## config.mk

```make
export PLATFORM = sky130hd
export DESIGN_NAME = tpiu_frame_decode
export DESIGN_NICKNAME = d
export VERILOG_FILES = /design/src/rtl/tpiu_frame_decode.sv
export SDC_FILE = /design/constraint.sdc
export NUM_CORES = 1
export LEC_CHECK = 0
export CORE_ASPECT_RATIO = 1.75
export CORE_MARGIN = 2
export CORE_UTILIZATION = 35
export CTS_CLUSTER_SIZE = 24
export DETAILED_ROUTE_END_ITERATION = 6
export PLACE_DENSITY = 0.54
export SETUP_SLACK_MARGIN = 0.4
export SKIP_LAST_GASP = 1
export SYNTH_ARGS = -nofsm -noshare
export SYNTH_HDL_FRONTEND = slang
export SYNTH_SLANG_ARGS = --single-unit
```

## constraint.sdc

```tcl
create_clock -name clk -period 5.71 [get_ports clk]
set_input_delay 1.142 -clock clk [delete_from_list [all_inputs] [get_ports clk]]
set_output_delay 1.142 -clock clk [all_outputs]
set_load 0.05 [all_outputs]
```

## src/rtl/tpiu_frame_decode.sv

```systemverilog
// rtl/tpiu_frame_decode.sv - TPIU 16-byte frame decoder to an ID-tagged byte stream
//
// Purpose: captures TPIU frames announced by an asynchronous toggle, holds
// one working and one pending frame, and emits the data bytes one slot per
// clock. Each byte is tagged with the trace source ID in force for that slot.
//
// Ports:
//   clk        system clock
//   rstn       asynchronous active-low reset
//   PkAvail    frame-ready toggle, asynchronous to clk
//   Packet     last complete frame, byte k = Packet[8k+7:8k]
//   byteValid  output byte valid
//   byteReady  downstream accepts when byteValid && byteReady
//   byteOut    decoded data byte
//   byteId     trace source ID of byteOut
//   dropCount  frames dropped for lack of buffer space, saturating
module tpiu_frame_decode #(
  parameter int DROPW = 8
) (
  input  logic             clk,
  input  logic             rstn,
  input  logic             PkAvail,
  input  logic [127:0]     Packet,
  output logic             byteValid,
  input  logic             byteReady,
  output logic [7:0]       byteOut,
  output logic [6:0]       byteId,
  output logic [DROPW-1:0] dropCount
);

  typedef enum logic {S_IDLE, S_DECODE} state_e;

  state_e           state_q;
  logic [3:0]       slot_q;
  logic             sync1_q, sync2_q, hist_q;
  logic [127:0]     work_q, pend_q;
  logic             pend_v_q;
  logic [6:0]       cur_id_q, dly_id_q;
  logic             dly_v_q;
  logic             valid_q;
  logic [7:0]       out_q;
  logic [6:0]       id_q;
  logic [DROPW-1:0] drop_q;

  logic       frame_evt, stall, pend_take;
  logic [7:0] slot_byte, aux;
  logic       aux_bit, is_even, is_idchg, last_slot;
  logic       emit_d;
  logic [7:0] data_d;
  logic [6:0] eff_id_d;

  always_comb begin
    frame_evt = sync2_q ^ hist_q;
    stall     = valid_q && !byteReady;
    slot_byte = work_q[{slot_q, 3'b000} +: 8];
    aux       = work_q[127:120];
    aux_bit   = aux[slot_q[3:1]];
    is_even   = !slot_q[0];
    last_slot = (slot_q == 4'd14);
    // A delayed ID change takes effect at the next even slot, which for
    // slot 14 is byte 0 of the following frame.
    eff_id_d  = (is_even && dly_v_q) ? dly_id_q : cur_id_q;
    is_idchg  = is_even && slot_byte[0];
    data_d    = is_even ? {slot_byte[7:1], aux_bit} : slot_byte;
    emit_d    = !is_idchg && (eff_id_d != 7'h00) && (eff_id_d != 7'h7F);
    // Pending frame is consumed when idle or when the working frame finishes.
    pend_take = !stall && pend_v_q &&
                ((state_q == S_IDLE) || ((state_q == S_DECODE) && last_slot));
  end

  always_ff @(posedge clk or negedge rstn) begin
    if (!rstn) begin
      state_q  <= S_IDLE;
      slot_q   <= 4'd0;
      sync1_q  <= 1'b0;
      sync2_q  <= 1'b0;
      hist_q   <= 1'b0;
      work_q   <= '0;
      pend_q   <= '0;
      pend_v_q <= 1'b0;
      cur_id_q <= 7'h00;
      dly_id_q <= 7'h00;
      dly_v_q  <= 1'b0;
      valid_q  <= 1'b0;
      out_q    <= 8'h00;
      id_q     <= 7'h00;
      drop_q   <= '0;
    end else begin
      sync1_q <= PkAvail;
      sync2_q <= sync1_q;
      hist_q  <= sync2_q;

      // A frame arriving as the pending slot empties replaces it, no drop.
      if (frame_evt && (!pend_v_q || pend_take)) begin
        pend_q   <= Packet;
        pend_v_q <= 1'b1;
      end else if (pend_take) begin
        pend_v_q <= 1'b0;
      end else if (frame_evt && (drop_q != '1)) begin
        drop_q <= drop_q + 1'b1;
      end

      if (!stall) begin
        case (state_q)
          S_IDLE: begin
            valid_q <= 1'b0;
            if (pend_v_q) begin
              work_q  <= pend_q;
              slot_q  <= 4'd0;
              state_q <= S_DECODE;
            end
          end
          S_DECODE: begin
            valid_q <= emit_d;
            if (emit_d) begin
              out_q <= data_d;
              id_q  <= eff_id_d;
            end
            if (is_idchg) begin
              if (aux_bit) begin
                cur_id_q <= eff_id_d;
                dly_id_q <= slot_byte[7:1];
                dly_v_q  <= 1'b1;
              end else begin
                cur_id_q <= slot_byte[7:1];
                dly_v_q  <= 1'b0;
              end
            end else if (is_even) begin
              cur_id_q <= eff_id_d;
              dly_v_q  <= 1'b0;
            end
            if (last_slot) begin
              if (pend_v_q) begin
                work_q <= pend_q;
                slot_q <= 4'd0;
              end else begin
                state_q <= S_IDLE;
              end
            end else begin
              slot_q <= slot_q + 4'd1;
            end
          end
          default: state_q <= S_IDLE;
        endcase
      end
    end
  end

  assign byteValid = valid_q;
  assign byteOut   = out_q;
  assign byteId    = id_q;
  assign dropCount = drop_q;

endmodule
```

==> summary.txt <==
Critical path
  • Reg-to-Reg End: pend_q[117]
  • Worst setup path end: pend_q[117]
  • CP arrival: 3.91 ns
  • Crit path from: slot_q[0]
  • Crit Path Max Fanout: 42
  • Startpoint types: flop
  • Reg2reg path depth: 8
  • Crit end category: flop
  • Critical Path RT: 6.15 ns
  • Worst setup path class: reg2reg
  • Reg2reg setup slack: 2.25 ns
  • Reg2reg start: slot_q[0]

CTS
  • Post-CTS Resized: 0
  • Hold_buf cts: 0
  • Worst-Skew Late Latency: 0.56 ns
  • # Post-CTS Setup Buffers: 0
  • H-tree level count: 1
  • Clock transition at the registers of the reported paths: 0.06 ns
  • Clock tree buffer depth: 3
  • CTS tree: done
  • Root Driver: clkbuf_16
  • CTS buffer count: 30
  • Clk sinks: roughly 300

Drt
  • Drt pass-1 iters: 4
  • Vias post-DR: 7303
  • Routed WL per cell: 20.4 um
  • Met2 Routed Length: 16500 um
  • Final WL: approximately 30000 um
  • Residual DRC: 0
  • Metal3 WL: 980 um
  • Post-route ant nets: 0
  • Starting DRC count in detailed routing: 254
  • DR top layer: met4
  • Vias/cell: 4.95
  • Met1 wire length: 12000 um

Timing
  • Setup TNS: 0 ns
  • Tmin final: 3.46 ns
  • Max Clk Rate: between 200 and 300 MHz
  • Final Slew Violations: 0
  • Crit share post-route: 60.7%
  • Worst slew pin tran: 0.960 ns
  • Final hold vios: 0
  • Max-slew headroom: around 36%
  • Clock Skew: 0.00940 ns
  • Hold Worst Slack: between 0.3 and 0.4 ns
  • Final setup vio count: 0
  • RSZ-0062 raised after global routing: no

Power and ir drop
  • Power density over the cells: 587 mW/mm^2
  • Net Sw Frac: 33.2%
  • Pint: 6.20 mW
  • Peak supply drop: 0.000266 V
  • Power, Total: 9.28 mW
  • Seq pwr share: between 40% and 50%
  • Combinational Power Share: 37.0%
  • Lkg Pwr: 6.49 nW
  • Net switching power: 3.08 mW
  • Clk pwr share: just over 20%

Logic synthesis
  • Dominant cells by area after synthesis: dfrtp_1 59%, mux2_2 25%, mux4_2 3.9%, mux2_4 1.8%, mux2i_1 1.4%
  • Syn Std Cell Area: 0.0128 mm^2
  • Fraction of registers with async set/reset: 100%
  • Synth warn: 0
  • Post-synth EDFFs: 0
  • Unique cell type count in the Yosys netlist: 46
  • Dominant synthesized flop cell: dfrtp_1
  • Mapped Cells: 832
  • Synth top area share: roughly 59%
  • Yosys top cell by area: dfrtp_1
  • Seq/Total Area, Yosys: between 50% and 60%
  • Post-synthesis net count: 967
  • Avg Cell Area, Syn: 15.4 um^2
  • Seq cells post-synth: between 300 and 400

Placement
  • DP Wirelength: between 20000 and 25000 um
  • Placed Cells: 1423
  • Port bufs: 155
  • Routability cong.: between 0.7 and 0.8
  • Placed Instance Area: 0.0149 mm^2

Floorplanning
  • CORE AREA: 0.0361 mm^2
  • Initial core utilization: 35.5%
  • Die Width: 149 um
  • Die span in y: 257 um
  • Die Area: 0.0383 mm^2
  • Core Rows: 92
  • Top Ports: approximately 160

Hold path
  • HP Class: reg2reg

Global route
  • Initial antenna violation count: 1
  • First-pass GRT wire length: between 40000 and 50000 um
  • GR Overflow Total: 0
  • Vias in the first global route: slightly above 8000
  • Tot GR Track Use: 16.1%
  • Largest net degree at the start of global routing: 119

Layout
  • Final instance area: 0.0158 mm^2
  • Fin cells: 1476
  • Commonest non-fill, non-tap cells in the layout: 303 x dfrtp_1, 280 x mux2_2, 154 x clkdlybuf4s50_1, 31 x clkbuf_16, 27 x o21ai_0
  • Layout overhead on the synthesized area: 23.1%
  • Ratio of cells with drive above 1 in the final layout: 38.4%
  • Multi-input logic area: 0.00497 mm^2
  • Storage element area: 0.00761 mm^2
  • Most common cell after layout, fill and taps aside: dfrtp_1
  • # nets final: about 1100
  • Filler cells: around 3400

Status
  • Outcome: finished, final reports clean

Run
  • Max-cap check violation count: 0
==> worst max-delay path: stages, from the launching register on <==
cell,delay [ns]
dfrtp_2,0.92
inv_1,0.20
ha_1,0.28
nand3_1,0.10
and2_1,0.24
o21ai_0,0.25
nand2b_4,0.34
buf_4,0.52
mux2_2,0.40
==> power by group through the flow <==
| stage | Sequential [mW] | Clock [mW] | Combinational, mW |
|---|---|---|---|
| 3_3_place_gp | 3.97 | 0 | 3.43 |
| 2_1_floorplan | 3.93 | 0 | 2.41 |
| 4_1_cts | 3.96 | 1.97 | 3.51 |
| 3_5_place_dp | 4.00 | 0 | 3.50 |
| 5_1_grt | 4.09 | 2.06 | 3.72 |
| 6_report | 3.95 | 1.90 | 3.44 |
==> cells in the mapped netlist (all sizes together), types with 3 or more instances <==
cell type  instances
dfrtp            304
mux2             295
buf               39
o21ai             29
mux4              22
mux2i             19
a21oi             17
nand2             16
nand4              8
a221o              7
a22oi              7
and2               7
clkbuf             7
xnor2              7
inv                6
nor2               6
nand3              5
nor3               4
ha                 3
nand2b             3
nor4               3
o22ai              3
==> metrics by stage <==
stage	setup WS, ns	utilization, %
final	2.25	43.7
after global routing	1.96	43.7
after CTS	2.18	43.7
after detailed placement	2.04	41.1
after global placement	2.10	41.1
after floorplan	3.19	-
==> final cells by class <==
class | count | area share (%)
antenna | 1 | 0.0158
clock buffer | 46 | 5.71
clock inverter | 6 | 0.230
inverter | 6 | 0.143
multi-input combinational | 476 | 31.5
sequential | 304 | 48.1
tap | 470 | 3.72
timing repair buffer | 167 | 10.6
==> state kept, by name, summed over array words and instances (netlist names) <==
register / cells
pend_v_q: 1
byteValid: 1
cur_id_q: 7
state_q: 1
dly_id_q: 7
byteOut: 8
sync1_q: 1
pend_q: 128
sync2_q: 1
work_q: 128
dly_v_q: 1
slot_q: 4
byteId: 7
hist_q: 1
dropCount: 8
==> worst min-delay path by stage <==
stage / start / endpoint / cells past startpoint
after detailed placement: sync1_q / sync2_q / 0
after CTS: sync1_q / sync2_q / 0
after global routing: sync1_q / sync2_q / 0
after floorplan: sync1_q / sync2_q / 0
final: sync1_q / sync2_q / 0
after global placement: sync1_q / sync2_q / 0
==> kinds of logic (layout without fill, tap and decap cells) <==
| logic type | count (synthesis) | after routing | synth area share [%] |
|---|---|---|---|
| xor gates and xnor gates | 8 | 8 | 0.546 |
| adders and majority gates | 3 | 3 | 0.292 |
| AOI/OAI and AO/OA | 68 | 68 | 3.38 |
| other | 0 | 1 | 0 |
| muxes | 336 | 336 | 31.7 |
| and+or+nand+nor | 61 | 61 | 2.64 |
| buffers and inverters | 52 | 225 | 2.16 |
| DFF | 304 | 304 | 59.2 |
==> layer usage <==
layer  track usage (%)  vias up
met5                 0        -
met4              4.34        0
met3              2.32       33
met2              29.5      126
met1              19.5     3799
li1                  -     3345
Note: power is estimated with default switching activity, not from simulation.
